[config.mk]
export PLATFORM = sky130hd
export DESIGN_NAME = controle_multiciclo
export DESIGN_NICKNAME = d
export VERILOG_FILES = /design/src/rtl/controle_multiciclo.sv
export SDC_FILE = /design/constraint.sdc
export NUM_CORES = 1
export LEC_CHECK = 0
export CORE_MARGIN = 4
export CORE_UTILIZATION = 50
export CTS_CLUSTER_SIZE = 14
export DETAILED_ROUTE_END_ITERATION = 10
export GPL_ROUTABILITY_DRIVEN = 0
export PLACE_DENSITY = 0.88
export SKIP_LAST_GASP = 1
export SYNTH_ARGS = -nofsm -noshare
export SYNTH_HDL_FRONTEND = slang
export SYNTH_SLANG_ARGS = --single-unit
[constraint.sdc]
create_clock -name clk -period 2.3 [get_ports clk]
set_input_delay 0.345 -clock clk [delete_from_list [all_inputs] [get_ports clk]]
set_output_delay 0.345 -clock clk [all_outputs]
set_load 0.01 [all_outputs]
[src/rtl/controle_multiciclo.sv]
// Multi-cycle control unit for the nRisc datapath: sequences fetch, decode, execute,
// memory and write-back, with a bounded memory handshake, sticky trap and retire counter.
module controle_multiciclo #(
   parameter int unsigned OPW         = 8,
   parameter int unsigned MEM_TIMEOUT = 15,
   parameter int unsigned CW          = 16
) (
   input  logic           clk,
   input  logic           reset,
   input  logic [OPW-1:0] instru,
   input  logic           zero,
   input  logic           memoPronta,
   output logic           escrita,
   output logic           ulaFonte,
   output logic           ulaOP,
   output logic           pula,
   output logic           regFonte,
   output logic           comparador,
   output logic           lerMemo,
   output logic           escreveMemo,
   output logic           escritaPC,
   output logic           escritaIR,
   output logic           erro,
   output logic [2:0]     estado,
   output logic [CW-1:0]  contInstr
);

   localparam int unsigned TW = (MEM_TIMEOUT > 1) ? $clog2(MEM_TIMEOUT) : 1;

   localparam logic [OPW-1:0] OP_ADD   = OPW'(0);
   localparam logic [OPW-1:0] OP_ADDI  = OPW'(1);
   localparam logic [OPW-1:0] OP_SUB   = OPW'(2);
   localparam logic [OPW-1:0] OP_JUMP  = OPW'(3);
   localparam logic [OPW-1:0] OP_BEQ   = OPW'(4);
   localparam logic [OPW-1:0] OP_CMP   = OPW'(5);
   localparam logic [OPW-1:0] OP_LOAD  = OPW'(6);
   localparam logic [OPW-1:0] OP_STORE = OPW'(7);
   localparam logic [OPW-1:0] OP_NOP   = OPW'(8);

   typedef enum logic [2:0] {
      BUSCA   = 3'd0,
      DECODE  = 3'd1,
      EXEC    = 3'd2,
      MEM     = 3'd3,
      ESCREVE = 3'd4,
      ERRO    = 3'd5
   } estado_t;

   estado_t        estado_q, estado_d;
   logic [OPW-1:0] op_q, op_d;
   logic [TW-1:0]  tmo_q, tmo_d;
   logic [CW-1:0]  cont_q, cont_d;
   logic           erro_q, erro_d;
   logic           retire;

   // State and bookkeeping registers
   always_ff @(posedge clk or posedge reset) begin
      if (reset) begin
         estado_q <= BUSCA;
         op_q     <= '0;
         tmo_q    <= '0;
         cont_q   <= '0;
         erro_q   <= 1'b0;
      end else begin
         estado_q <= estado_d;
         op_q     <= op_d;
         tmo_q    <= tmo_d;
         cont_q   <= cont_d;
         erro_q   <= erro_d;
      end
   end

   // Next-state and strobe decode from the current state and latched opcode
   always_comb begin
      estado_d    = estado_q;
      op_d        = op_q;
      tmo_d       = tmo_q;
      retire      = 1'b0;
      escrita     = 1'b0;
      ulaFonte    = 1'b0;
      ulaOP       = 1'b0;
      pula        = 1'b0;
      regFonte    = 1'b0;
      comparador  = 1'b0;
      lerMemo     = 1'b0;
      escreveMemo = 1'b0;
      escritaPC   = 1'b0;
      escritaIR   = 1'b0;

      case (estado_q)
         BUSCA: begin
            escritaIR = 1'b1;
            escritaPC = 1'b1;
            estado_d  = DECODE;
         end
         DECODE: begin
            op_d     = instru;
            estado_d = (instru <= OP_NOP) ? EXEC : ERRO;
         end
         EXEC: begin
            tmo_d = '0;
            case (op_q)
               OP_ADD:  estado_d = ESCREVE;
               OP_ADDI: begin ulaFonte = 1'b1; estado_d = ESCREVE; end
               OP_SUB:  begin ulaOP = 1'b1; estado_d = ESCREVE; end
               OP_JUMP: begin
                  pula      = 1'b1;
                  escritaPC = 1'b1;
                  estado_d  = BUSCA;
                  retire    = 1'b1;
               end
               OP_BEQ: begin
                  comparador = 1'b1;
                  pula       = zero;
                  escritaPC  = zero;
                  estado_d   = BUSCA;
                  retire     = 1'b1;
               end
               OP_CMP:  begin comparador = 1'b1; estado_d = ESCREVE; end
               OP_LOAD, OP_STORE: begin ulaFonte = 1'b1; estado_d = MEM; end
               OP_NOP:  begin estado_d = BUSCA; retire = 1'b1; end
               default: estado_d = ERRO;
            endcase
         end
         MEM: begin
            ulaFonte    = 1'b1;
            lerMemo     = (op_q == OP_LOAD);
            escreveMemo = (op_q == OP_STORE);
            tmo_d       = tmo_q + TW'(1);
            // A ready on the last permitted cycle takes priority over the timeout
            if (memoPronta) begin
               if (op_q == OP_LOAD) begin
                  estado_d = ESCREVE;
               end else begin
                  estado_d = BUSCA;
                  retire   = 1'b1;
               end
            end else if (tmo_q == TW'(MEM_TIMEOUT - 1)) begin
               estado_d = ERRO;
            end
         end
         ESCREVE: begin
            escrita  = 1'b1;
            regFonte = (op_q == OP_LOAD);
            ulaOP    = (op_q == OP_SUB);
            ulaFonte = (op_q == OP_ADDI);
            estado_d = BUSCA;
            retire   = 1'b1;
         end
         ERRO:    estado_d = ERRO;
         default: estado_d = ERRO;
      endcase

      // Strobes are held low for the whole reset pulse, not just after the edge
      if (reset) begin
         escrita     = 1'b0;
         ulaFonte    = 1'b0;
         ulaOP       = 1'b0;
         pula        = 1'b0;
         regFonte    = 1'b0;
         comparador  = 1'b0;
         lerMemo     = 1'b0;
         escreveMemo = 1'b0;
         escritaPC   = 1'b0;
         escritaIR   = 1'b0;
      end
   end

   assign cont_d    = retire ? cont_q + CW'(1) : cont_q;
   assign erro_d    = (estado_d == ERRO);
   assign erro      = erro_q;
   assign estado    = estado_q;
   assign contInstr = cont_q;

endmodule
==> results.toml, run 1 <==
[run_status]
status = "finished, violations left"
violations = "setup timing"

[global_route]
grt_antenna_before_repair = 0
grt_overflow = 0
grt_usage_pct = 22.77
grt_pass1_vias = 1683
grt_max_degree = 33
grt_first_pass_wirelength_um = 7748

[worst_setup_path]
path_class = "flip-flop to output pin"
crit_path_start_kind = "flip-flop"
cp_cell_sequence = "or4_4 > a2111oi_4 > buf_4 > a31oi_1 > nor2_1 > buf_2"
cp.arrival_ps = 2220
path_buf_inv = 2
cp_max_fo = 2
cp.depth = 6
worstPathRequired_ps = 1960
critPathMaxStageDelay_ps = 580
critPathTopFamily = "simple AND/OR/NAND/NOR gates"
r2r_slack_ps = 110
regToRegEndpoint = "contInstr[1]"
worst_r2r_path_depth = 8
critPathCaptureType = "output pin"
cpMaxStageDelayCell = "or4_4"
reg2reg_from = "op_q[6]"

[finish]
drive_above_1_share_pct = 31.30
final_cell_mix = "31 x dfrtp_1, 31 x clkdlybuf4s50_1, 29 x buf_4"
fillers = 233
syn2layout_area_growth_pct = 42.64
finalCoreUtilization_pct = 75.97
antenna_cells = 0
nets = 260

[yosys]
ys_seq_area_share_pct = 44.02
synth_area_mm2 = 0.001819
synth_async_sr_flop_share_pct = 100.0
syn_inst = 175
syn-num-nets = 190
syn_area_per_cell_um2 = 10.40
synth.distinct_cells = 49
ys_warn_count = 0
synth_ff_type = "dfrtp_1"
synth-edff-count = 0
ys_seq_elements = 32

[die]
fp.dieW_um = 68.32
row_count = 21
start_util_pct = 53.26
core_area_mm2 = 0.003416
die_y_um = 68.32
die-area_mm2 = 0.004668
io_pins = 42

[sta]
rsz0062_at_grt = "yes"
finalCritPeriodShare_pct = 111.3
fmax_ghz = 0.3906
drv_slew = 0
clock_skew_ps = 5.740
finalHoldViolCount = 0
relSlewSlack_pct = 67.86
tightest_slew_ps = 476.1
min_period_ps = 2560
fin_ws_ps = -260.2
setup_viol = 4

[pwr]
total_power_w = 0.002527
combPwrFrac_pct = 49.2
clockPowerShare_pct = 16.9
peakVddDrop_mv = 0.6423
power_frac_seq_pct = 33.8
switching_share_pct = 38.25
power_density_mw_per_mm2 = 973.8
internal_power_w = 0.001560
p_leak_nw = 1.159
switchingPower_w = 0.0009666

[cts]
cts_sinks = 32
cts-hold-fix-buffers = 0
root_buffer = "clkbuf_4"
numCtsBuffers = 5
cts_tree = "yes"
cts_max_level = 2
cts.clk_slew.worst_paths_ps = 100
clock_latency_ps = 340
cts_max_path_buffers = 2

[min_path]
hold_path_class = "flip-flop to flip-flop"
worstHoldPathCells = 1
min_from = "contInstr[15]"
holdPathEnd = "contInstr[15]"

[detailed_routing]
final_antenna_net_count = 0
drt_iter0_drc = 96
routedWlPerCell_um = 17.20
num_vias = 1685
firstDrtPassIters = 5
wirelength_um = 5022
drc = 0
via_per_inst = 5.771

[placed_design]
place_hpwl_um = 3084
numPortBuffers = 41

[run]
cap_viol_max_count = 0
## cells by family (layout without fill, tap and decap cells)
group           Yosys count  count (layout)  share of synthesized area [%]
simple gates             76              76                          27.17
compound gates           26              26                          10.52
mux                       8               8                          4.883
buf+inv                  14              85                          3.645
fa+ha+maj                 3               3                          2.063
flops                    32              32                          44.02
xor+xnor                 16              16                          7.703
## power by group through the flow
stage / combinational (W) / sequential [W] / clock, W
after floorplan: 0.000597 / 0.000880 / 0
after global placement: 0.00107 / 0.000840 / 0
after detailed placement: 0.00109 / 0.000850 / 0
after CTS: 0.00113 / 0.000847 / 0.000437
after global routing: 0.00133 / 0.000876 / 0.000469
final: 0.00124 / 0.000855 / 0.000428
## per-stage QoR
| stage | setup TNS (ps) | area, um^2 | hold slack, ps | worst slack, ps | cells |
|---|---|---|---|---|---|
| floorplan | 0 | 1819 | 461.8 | 116.3 | 175 |
| CTS | -483.4 | 2539 | 484.5 | -220.7 | 287 |
| global route | -929.7 | 2595 | 501.2 | -316.9 | 292 |
| detailed placement | -491.2 | 2425 | 472.6 | -237.2 | 276 |
| finish | -519.4 | 2595 | 480.0 | -260.2 | 292 |
| global placement | -315.1 | 2425 | 454.4 | -164.1 | 276 |
## cell type report
| class | instances | area [um^2] | share of cell area (%) |
|---|---|---|---|
| timing repair buffer | 72 | 630.6 | 24.30 |
| multi-input combinational | 129 | 1010 | 38.91 |
| clock inverter | 2 | 35.03 | 1.350 |
| tap | 46 | 57.56 | 2.218 |
| inverter | 5 | 18.77 | 0.7232 |
| sequential | 32 | 802.0 | 30.91 |
| clock buffer | 6 | 41.29 | 1.591 |
## worst max-delay path by stage
stage	slack, ps	from	to
floorplan	120	reset	escritaPC
global placement	-160	op_q[4]	ulaOP
detailed placement	-240	op_q[4]	ulaOP
CTS	-220	op_q[4]	ulaOP
global route	-320	op_q[4]	ulaFonte
finish	-260	op_q[4]	ulaFonte
## repair_timing
item / in CTS / in global routing
gates resized for setup: 29 / 14
pin swaps: 4 / 9
buffers inserted: 3 / 6
endpoints found under the setup margin: 9 / 9
## state kept, by name, indices dropped and copies added (netlist names)
signal     cells
contInstr     16
erro           1
estado         3
op_q           8
tmo_q          4
## cells in the mapped netlist, types with 4 or more instances
cell type | instances | area (um^2)
dfrtp_1 | 32 | 800.8
nand2_1 | 15 | 56.30
xor2_1 | 13 | 113.9
nor2_1 | 12 | 45.04
o21ai_0 | 8 | 40.04
mux2_2 | 6 | 67.56
buf_2 | 5 | 25.02
inv_1 | 5 | 18.77
nand2b_1 | 5 | 31.28
nor3_2 | 5 | 50.05
nand3_1 | 4 | 20.02
nor3b_1 | 4 | 30.03
nor4_1 | 4 | 25.02
## worst register-to-register path: stages, from the launching register on
cell and delay [ps]:
dfrtp_1 420, buf_6 130, nor4_4 320, buf_4 160, buf_4 100, a41oi_1 190
a211oi_4 250, buf_12 190, mux2_1 320
## per-layer routing
metal	part of all wire, %	global-route usage (%)
met5	0	0
met4	3.2	9.926
met3	5.7	6.404
met2	52	39.11
met1	39	26.30
Note: power is estimated with default switching activity, not from simulation.
==> inputs of run 2 (changes only) <==
--- a/config.mk
+++ b/config.mk
@@ -7,6 +7,7 @@
 export LEC_CHECK = 0
 export CORE_MARGIN = 4
 export CORE_UTILIZATION = 50
+export CTS_BUF_LIST = sky130_fd_sc_hd__clkbuf_2
 export CTS_CLUSTER_SIZE = 14
 export DETAILED_ROUTE_END_ITERATION = 10
 export GPL_ROUTABILITY_DRIVEN = 0
==> constraint.sdc (replaced) <==
create_clock -name clk -period 2.3 [get_ports clk]
set_input_delay 0.69 -clock clk [delete_from_list [all_inputs] [get_ports clk]]
set_output_delay 0.69 -clock clk [all_outputs]
set_load 0.01 [all_outputs]
==> results.toml, run 2 (same netlist as run 1, synthesis figures left out) <==
[run_status]
status = "finished, violations left"
violations = "setup timing"

[worst_setup_path]
worst_r2r_path_depth = 10
path_buf_inv = 2
path_class = "flip-flop to output pin"
critPathTopFamily = "simple AND/OR/NAND/NOR gates"
cp_cell_sequence = "buf_6 > or4_4 > a2111oi_4 > a31oi_1 > nor2_1 > buf_2"
critPathCaptureType = "output pin"
cp_max_fo = 2
crit_start = "op_q[4]"
reg2reg_from = "op_q[4]"
critPathMaxStageDelay_ps = 550
cpMaxStageDelayCell = "or4_4"
regToRegEndpoint = "contInstr[4]"
r2r_slack_ps = 20
worstPathRequired_ps = 1610
crit_path_start_kind = "flip-flop"
cp.arrival_ps = 2220

[finish]
multi_input_area_mm2 = 0.001095
antenna_cells = 0
largest_register_ff_count = 16
final_area_mm2 = 0.002841
fillers = 171
nets = 276
final_cell_mix = "35 x buf_4, 30 x dfrtp_1, 28 x clkdlybuf4s50_1"
syn2layout_area_growth_pct = 56.19
regArea_um2 = 803.3
drive_above_1_share_pct = 40.46
final_common_cell = "buf_4"

[die]
core_area_mm2 = 0.003416
die-area_mm2 = 0.004668
row_count = 21
die_y_um = 68.32
io_pins = 42
start_util_pct = 53.26
fp.dieW_um = 68.32

[cts]
numCtsBuffers = 5
cts-hold-fix-buffers = 0
cts_max_level = 2
clock_latency_ps = 410
cts_tree = "yes"
cts.clk_slew.worst_paths_ps = 170
root_buffer = "clkbuf_2"
cts_sinks = 32
cts_max_path_buffers = 2

[detailed_routing]
num_vias = 1796
firstDrtPassIters = 4
drt_iter0_drc = 227
drc = 0
wirelength_um = 5603
routedWlPerCell_um = 18.19
via_per_inst = 5.831
final_antenna_net_count = 0

[global_route]
grt_first_pass_wirelength_um = 8769
grt_pass1_vias = 1760
grt_overflow = 0
grt_antenna_before_repair = 0
grt_usage_pct = 25.74
grt_max_degree = 21

[sta]
fin_ws_ps = -607.0
drv_slew = 0
finalCritPeriodShare_pct = 126.4
tightest_slew_ps = 598.4
fmax_ghz = 0.3440
setup_viol = 9
min_period_ps = 2907
clock_skew_ps = 22.02
finalHoldViolCount = 0
relSlewSlack_pct = 59.60
rsz0062_at_grt = "yes"
timing.setup.tns_ps = -3745
holdWs_ps = 472.4

[min_path]
worstHoldPathCells = 1
hold_path_class = "flip-flop to flip-flop"
min_from = "contInstr[15]"
holdPathEnd = "contInstr[15]"

[pwr]
p_leak_nw = 1.302
peakVddDrop_mv = 0.7975
power_density_mw_per_mm2 = 959.0

[placed_design]
dp_slack_ps = -685.4
numPortBuffers = 41
postPlaceCellArea_mm2 = 0.002497
place_hpwl_um = 3329

[run]
cap_viol_max_count = 0
## run 2: changes by cell type in the layout (fill, tap and decap cells not counted), moves of 3 or more
| cell | before | now |
|---|---|---|
| clkbuf_4 | 5 | 0 |
| clkbuf_2 | 3 | 7 |
| buf_4 | 29 | 35 |
| buf_2 | 3 | 8 |
| nor4_4 | 1 | 4 |
| clkdlybuf4s50_1 | 31 | 28 |
| buf_6 | 2 | 10 |
## run 2: through the flow
stage | instances | util [%] | power, W
2_1_floorplan | 175 | - | 0.001489
3_3_place_gp | 285 | 73.11 | 0.001945
3_5_place_dp | 285 | 73.11 | 0.001993
4_1_cts | 305 | 80.59 | 0.002574
5_1_grt | 308 | 83.19 | 0.002854
6_report | 308 | 83.19 | 0.002725
## run 2: layout make-up
cell class              instances  area share, %
multi-input cells             129          38.53
flip-flops and latches         32          28.27
repair buffers                 88          28.09
well taps                      46          2.026
clock inverters                 2          1.233
clock buffers                   6          1.057
inverters                       5         0.7926
## run 2: worst max-delay path by stage
stage | to | slack (ps) | cells past startpoint
2_1_floorplan | escritaPC | -180 | 4
3_3_place_gp | escritaPC | -660 | 6
3_5_place_dp | escritaPC | -690 | 6
4_1_cts | escritaPC | -530 | 8
5_1_grt | ulaFonte | -680 | 6
6_report | ulaFonte | -610 | 6
## run 2: layer usage
layer | GRT usage [%] | share of wire (%) | routed length [um] | up-vias
met5 | 0 | 0 | 0 | -
met4 | 10.67 | 3.0 | 166 | 0
met3 | 6.076 | 6.7 | 374 | 22
met2 | 42.12 | 50 | 2816 | 77
met1 | 32.44 | 40 | 2245 | 898
li1 | - | - | - | 799
## run 2: power breakdown
group | total, W | switching, W | internal (W)
Clock | 0.000398 | 0.000212 | 0.000187
Combinational | 0.00146 | 0.000710 | 0.000749
Sequential | 0.000868 | 0.000152 | 0.000716
Total | 0.00272 | 0.00107 | 0.00165
## run 2: repair_timing
| action | 4_1_cts | 5_1_grt |
|---|---|---|
| pin swaps | 12 | 11 |
| endpoints found under the setup margin | 27 | 26 |
| buffers inserted | 11 | 5 |
| gates cloned | 1 | 0 |
| resized for setup | 64 | 15 |
